==> config.mk <==
export PLATFORM = sky130hd
export DESIGN_NAME = input_strobe_gen_flat
export DESIGN_NICKNAME = d
export VERILOG_FILES = /design/src/rtl/input_strobe_gen_pkg.sv /design/src/rtl/input_strobe_gen_if.sv /design/src/rtl/input_strobe_gen_sync2.sv /design/src/rtl/input_strobe_gen.sv /design/src/flat_wrapper.sv
export SDC_FILE = /design/constraint.sdc
export NUM_CORES = 1
export LEC_CHECK = 0
export BUFFER_PORTS_ARGS = -buffer_cell sky130_fd_sc_hd__buf_4
export CAP_MARGIN = 5
export CORE_MARGIN = 8
export CORE_UTILIZATION = 47
export DETAILED_ROUTE_END_ITERATION = 8
export PLACE_DENSITY_LB_ADDON = 0.05
export SYNTH_ARGS = -nofsm -noshare
export SYNTH_HDL_FRONTEND = slang
export SYNTH_HIERARCHICAL = 1
export SYNTH_SLANG_ARGS = --single-unit
==> constraint.sdc <==
create_clock -name clk -period 3.2 [get_ports clk]
set_input_delay 0.48 -clock clk [delete_from_list [all_inputs] [get_ports clk]]
set_output_delay 0.48 -clock clk [all_outputs]
set_load 0.05 [all_outputs]
==> src/rtl/input_strobe_gen_pkg.sv <==
// Shared definitions for the CPU input-port front end.
// Holds the debounce FSM state type and the default port width.
package cpu_io_pkg;

   localparam int IO_WIDTH = 32;

   typedef enum logic [1:0] {
      IDLE        = 2'd0,
      DEB_PRESS   = 2'd1,
      PRESSED     = 2'd2,
      DEB_RELEASE = 2'd3
   } dbn_state_t;

endpackage

==> src/rtl/input_strobe_gen_if.sv <==
// Board-side inputs, CPU-side acknowledge and the capture outputs of input_strobe_gen.
// The strobe generator is the slave; whoever drives the switches and ack is the master.
interface input_strobe_gen_if
   import cpu_io_pkg::*;
#(
   parameter int WIDTH = IO_WIDTH
);

   logic [WIDTH-1:0] raw_data;
   logic             raw_btn;
   logic             ack;
   logic [WIDTH-1:0] data_out;
   logic             strobe;
   logic             data_valid;
   logic             overrun;

   modport master (
      output raw_data,
      output raw_btn,
      output ack,
      input  data_out,
      input  strobe,
      input  data_valid,
      input  overrun
   );

   modport slave (
      input  raw_data,
      input  raw_btn,
      input  ack,
      output data_out,
      output strobe,
      output data_valid,
      output overrun
   );

endinterface

==> src/rtl/input_strobe_gen_sync2.sv <==
// Two-flop synchroniser for signals arriving asynchronously to clk.
// Each bit is synchronised independently; multi-bit users must tolerate per-bit skew.
module sync2 #(
   parameter int WIDTH = 1
) (
   input  logic             clk,
   input  logic             clr,
   input  logic [WIDTH-1:0] d,
   output logic [WIDTH-1:0] q
);

   logic [WIDTH-1:0] meta_q, meta_d;
   logic [WIDTH-1:0] sync_q, sync_d;

   always_comb begin
      meta_d = d;
      sync_d = meta_q;
   end

   always_ff @(posedge clk or posedge clr) begin
      if (clr) begin
         meta_q <= '0;
         sync_q <= '0;
      end else begin
         meta_q <= meta_d;
         sync_q <= sync_d;
      end
   end

   assign q = sync_q;

endmodule

==> src/rtl/input_strobe_gen.sv <==
// Synchronises the switch bus and load button, debounces the button and emits one
// capture strobe per accepted press, with sticky valid/overrun tracking for the CPU side.
module input_strobe_gen
   import cpu_io_pkg::*;
#(
   parameter int WIDTH           = IO_WIDTH,
   parameter int DEBOUNCE_CYCLES = 16
) (
   input  logic                clk,
   input  logic                clr,
   input_strobe_gen_if.slave   io
);

   localparam int               CNT_W   = $clog2(DEBOUNCE_CYCLES + 1);
   localparam logic [CNT_W-1:0] CNT_MAX = CNT_W'(DEBOUNCE_CYCLES - 1);

   logic [WIDTH-1:0] data_s;
   logic             btn_s;

   sync2 #(.WIDTH(WIDTH)) u_sync_data (
      .clk (clk),
      .clr (clr),
      .d   (io.raw_data),
      .q   (data_s)
   );

   sync2 #(.WIDTH(1)) u_sync_btn (
      .clk (clk),
      .clr (clr),
      .d   (io.raw_btn),
      .q   (btn_s)
   );

   dbn_state_t       state_q, state_d;
   logic [CNT_W-1:0] cnt_q, cnt_d;
   logic             capture;
   logic [WIDTH-1:0] data_out_q, data_out_d;
   logic             strobe_q, strobe_d;
   logic             data_valid_q, data_valid_d;
   logic             overrun_q, overrun_d;

   // Debounce FSM: the counter restarts on every state change and saturates at CNT_MAX
   always_comb begin
      state_d = state_q;
      cnt_d   = cnt_q;
      capture = 1'b0;
      case (state_q)
         IDLE: begin
            if (btn_s) begin
               state_d = DEB_PRESS;
               cnt_d   = '0;
            end
         end
         DEB_PRESS: begin
            if (!btn_s) begin
               state_d = IDLE;
               cnt_d   = '0;
            end else if (cnt_q == CNT_MAX) begin
               state_d = PRESSED;
               cnt_d   = '0;
               capture = 1'b1;
            end else begin
               cnt_d = cnt_q + 1'b1;
            end
         end
         PRESSED: begin
            if (!btn_s) begin
               state_d = DEB_RELEASE;
               cnt_d   = '0;
            end
         end
         DEB_RELEASE: begin
            if (btn_s) begin
               state_d = PRESSED;
               cnt_d   = '0;
            end else if (cnt_q == CNT_MAX) begin
               state_d = IDLE;
               cnt_d   = '0;
            end else begin
               cnt_d = cnt_q + 1'b1;
            end
         end
         default: begin
            state_d = IDLE;
            cnt_d   = '0;
         end
      endcase
   end

   // A simultaneous ack consumes the old word, so the new capture is not an overrun
   always_comb begin
      strobe_d     = capture;
      data_out_d   = capture ? data_s : data_out_q;
      data_valid_d = data_valid_q;
      overrun_d    = overrun_q;
      if (capture && io.ack) begin
         data_valid_d = 1'b1;
         overrun_d    = 1'b0;
      end else if (capture) begin
         overrun_d    = overrun_q | data_valid_q;
         data_valid_d = 1'b1;
      end else if (io.ack) begin
         data_valid_d = 1'b0;
         overrun_d    = 1'b0;
      end
   end

   always_ff @(posedge clk or posedge clr) begin
      if (clr) begin
         state_q      <= IDLE;
         cnt_q        <= '0;
         strobe_q     <= 1'b0;
         data_out_q   <= '0;
         data_valid_q <= 1'b0;
         overrun_q    <= 1'b0;
      end else begin
         state_q      <= state_d;
         cnt_q        <= cnt_d;
         strobe_q     <= strobe_d;
         data_out_q   <= data_out_d;
         data_valid_q <= data_valid_d;
         overrun_q    <= overrun_d;
      end
   end

   assign io.data_out   = data_out_q;
   assign io.strobe     = strobe_q;
   assign io.data_valid = data_valid_q;
   assign io.overrun    = overrun_q;

endmodule

==> src/flat_wrapper.sv <==
// flat-port wrapper written by rule: the top's interface ports become plain ports
module input_strobe_gen_flat import cpu_io_pkg::*;
#(
   parameter int WIDTH           = IO_WIDTH,
   parameter int DEBOUNCE_CYCLES = 16
)
  (clk, clr, io_raw_data, io_raw_btn, io_ack, io_data_out, io_strobe, io_data_valid, io_overrun);
  input_strobe_gen_if #(.WIDTH(WIDTH)) io_i ();
  input  logic clk;
  input  logic clr;
  input wire logic [$bits(io_i.raw_data)-1:0] io_raw_data;
  input wire logic [$bits(io_i.raw_btn)-1:0] io_raw_btn;
  input wire logic [$bits(io_i.ack)-1:0] io_ack;
  output wire logic [$bits(io_i.data_out)-1:0] io_data_out;
  output wire logic [$bits(io_i.strobe)-1:0] io_strobe;
  output wire logic [$bits(io_i.data_valid)-1:0] io_data_valid;
  output wire logic [$bits(io_i.overrun)-1:0] io_overrun;
  assign io_i.raw_data = io_raw_data;
  assign io_i.raw_btn = io_raw_btn;
  assign io_i.ack = io_ack;
  assign io_data_out = io_i.data_out;
  assign io_strobe = io_i.strobe;
  assign io_data_valid = io_i.data_valid;
  assign io_overrun = io_i.overrun;
  input_strobe_gen #(.WIDTH(WIDTH), .DEBOUNCE_CYCLES(DEBOUNCE_CYCLES)) u_core (.clk(clk), .clr(clr), .io(io_i));
endmodule
==> flow_metrics.tcl <==
set metrics [dict create \
    slew_headroom 0.428 \
    clock_skew_ps 8.06 \
    grt_max_degree 43 \
    setup_slack_ps 1330 \
    cts_buffer_depth 2 \
    synth.distinct_cells 25 \
    grt_usage 0.115 \
    drtIter0Drc 87 \
    route.detailed.drc 0 \
    setup_viol 0 \
    placed_area_um2 4060 \
    synth-main-ff-cell "dfrtp_1" \
    min_period_ps 1870 \
    cts_resized 0 \
    cts.sinks 108 \
    grt_overflow 0 \
    antenna_found_initial 0 \
    drive_above_1_share 0.487 \
    dieWidth_um 102 \
    cts_root_buf "clkbuf_8" \
    numCtsBuffers 9 \
    tightest_slew_ps 856 \
    post-place-ws_ps 1330 \
    gp_congestion 0.755 \
    fillCellCount 575 \
    routed.top_layer "met4" \
    ios 71 \
    setup.worst_path.class "reg2reg" \
    holdWs_ps 225 \
    dr_wl_met2_um 2570 \
    crit_path_start_kind "flop" \
    ys_warn_count 6 \
    clock.fmax_mhz 534 \
    rsz0062_at_grt "no" \
    grt_first_pass_wirelength_um 8850 \
    cp_max_fo 33 \
    drv_slew 0 \
    synth_top_area_frac 0.781 \
    post-route-util 0.598 \
    min_path_type "in2reg" \
    yosysTopAreaCell "dfrtp_1" \
    firstDrtPassIters 4 \
    num_vias 1593 \
    cts_tree "done" \
    ctsHoldBuffers 1 \
    irDropWorstVdd_mv 0.347 \
    core_area_um2 7180 \
    ys_seq_area_frac 0.781 \
    cp_data_required_time_ps 3440 \
    synth-async-reset-ratio 1.00 \
    hold_violations 0 \
    wl_met1_um 2240 \
    fin_tns_setup_ps 0 \
    ant_nets 0 \
    finalWirelength_um 5370 \
    arrival_ps 2110 \
    htree_levels 3 \
    detail_route.wl_per_cell_um 14.9 \
    diodes 0 \
    wl_met3_um 488 \
    synth_seq_cells 108 \
    std_cell_rows 31 \
    path_clk_slew_ps 90 \
    p_leak_nw 2.14 \
    synth_cells 176 \
    p_per_area_nw_per_um2 547 \
    syn_to_final_growth_pct 24.0 \
    cap_violations 0 \
    die_area_um2 10400 \
    status "finished clean" \
    viasPerCell 4.43 \
    avgSynthCellArea_um2 19.7 \
    finalInstanceArea_um2 4290 \
    place_hpwl_um 3660 \
    syn_nets 213 \
    synthTopCellsByCount "dfrtp_1, mux2_4, inv_1" \
    clkLatencyLatePin_ps 350 \
    cts_setup_buffers 0 \
    nets 293 \
    chipHeight_um 102 \
    start_util 0.482 \
    grt_pass1_vias 1829 \
    yosysMostFrequentCell "dfrtp_1" \
    synth.area.top_cells "dfrtp_1, mux2_4, buf_12" \
    synth_edf_count 0 \
    finalCritPeriodShare 0.585 \
    syn_area_um2 3460 \
    end_kind "flop" \
    io_buffer_count 70 \
]
-- power breakdown --
| part | total (mW) | switching (mW) | internal [mW] | leakage, nW |
|---|---|---|---|---|
| registers | 1.42 | 0.0146 | 1.41 | 1.35 |
| clock network | 0.854 | 0.424 | 0.430 | 0.109 |
| logic | 0.0702 | 0.0364 | 0.0338 | 0.679 |
| total | 2.35 | 0.475 | 1.87 | 2.14 |
-- path summary, 6_finish.rpt --
| check | from | to | slack (ps) | depth (start not counted) |
|---|---|---|---|---|
| max | u_core/cnt_q[0] | u_core/io.data_out[17] | 1330 | 5 |
| min | io_raw_data[7] | u_core/u_sync_data/meta_q[7] | 230 | 1 |
| max reg2reg | u_core/cnt_q[0] | u_core/io.data_out[17] | 1330 | 5 |
| min reg2reg | u_core/u_sync_data/meta_q[24] | u_core/u_sync_data/q[24] | 340 | 0 |
| max in group asynchronous | clr | u_core/io.data_out[20] | 1780 | 3 |
| min in group asynchronous | clr | u_core/u_sync_btn/q | 560 | 3 |
-- final cells by class --
type                       count  area [um2]  area share
tap                           99         124      0.0289
multi-input combinational     56         659       0.154
clock inverter                 4        55.1      0.0128
inverter                       8        35.0     0.00816
timing repair buffer          73         551       0.128
clock buffer                  12         165      0.0385
sequential                   108        2700       0.630
-- layer usage --
layer  track usage  vias up
li1              -      738
met1         0.133      798
met2         0.173       51
met3        0.0565        6
met4        0.0576        0
met5             0        -
-- cell usage in the layout, fill, tap and decap left out --
master	count
a21boi_0	1
and2_1	1
and4b_4	1
buf_4	72
bufinv_16	1
clkbuf_8	12
clkinv_4	1
clkinvlp_4	1
dfrtp_1	108
dlygate4sd3_1	1
ha_1	1
inv_1	5
inv_2	2
inv_6	2
mux2_2	4
mux2_4	29
mux2i_1	1
nand2_1	2
nand2b_1	1
nand3_1	4
nand3b_1	1
nand4_1	1
nand4b_1	1
nand4b_4	1
o211ai_1	1
o21ai_0	1
o22ai_1	2
or2_2	1
xnor2_1	1
xor2_1	1
-- cell families after synthesis --
| family | synth area share |
|---|---|
| xor gates and xnor gates | 0.00506 |
| AOI/OAI and AO/OA | 0.00940 |
| DFF | 0.781 |
| adders and majority gates | 0.00361 |
| and+or+nand+nor | 0.0307 |
| muxes | 0.142 |
| buffers and inverters | 0.0289 |
-- critical path, cell delays in order, from the launching register on --
cell	delay (ps)
dfrtp_1	390
ha_1	220
and4b_4	270
nand4b_4	140
inv_6	340
mux2_2	380
-- per-stage QoR --
stage / power (mW) / cells
after floorplan: 1.47 / 176
after global placement: 1.52 / 343
after detailed placement: 1.52 / 343
after CTS: 2.39 / 360
after global routing: 2.45 / 360
final: 2.35 / 360
-- registers in the layout, indices dropped and copies added, names as in the netlist, named ones only --
name / count
u_core/io.overrun: 1
u_core/io.strobe: 1
u_core/io.data_valid: 1
u_core/u_sync_btn/meta_q: 1
u_core/io.data_out: 32
u_core/u_sync_data/q: 32
u_core/u_sync_btn/q: 1
u_core/u_sync_data/meta_q: 32
u_core/cnt_q: 5
u_core/state_q: 1
Power figures use the tool's default switching activity.
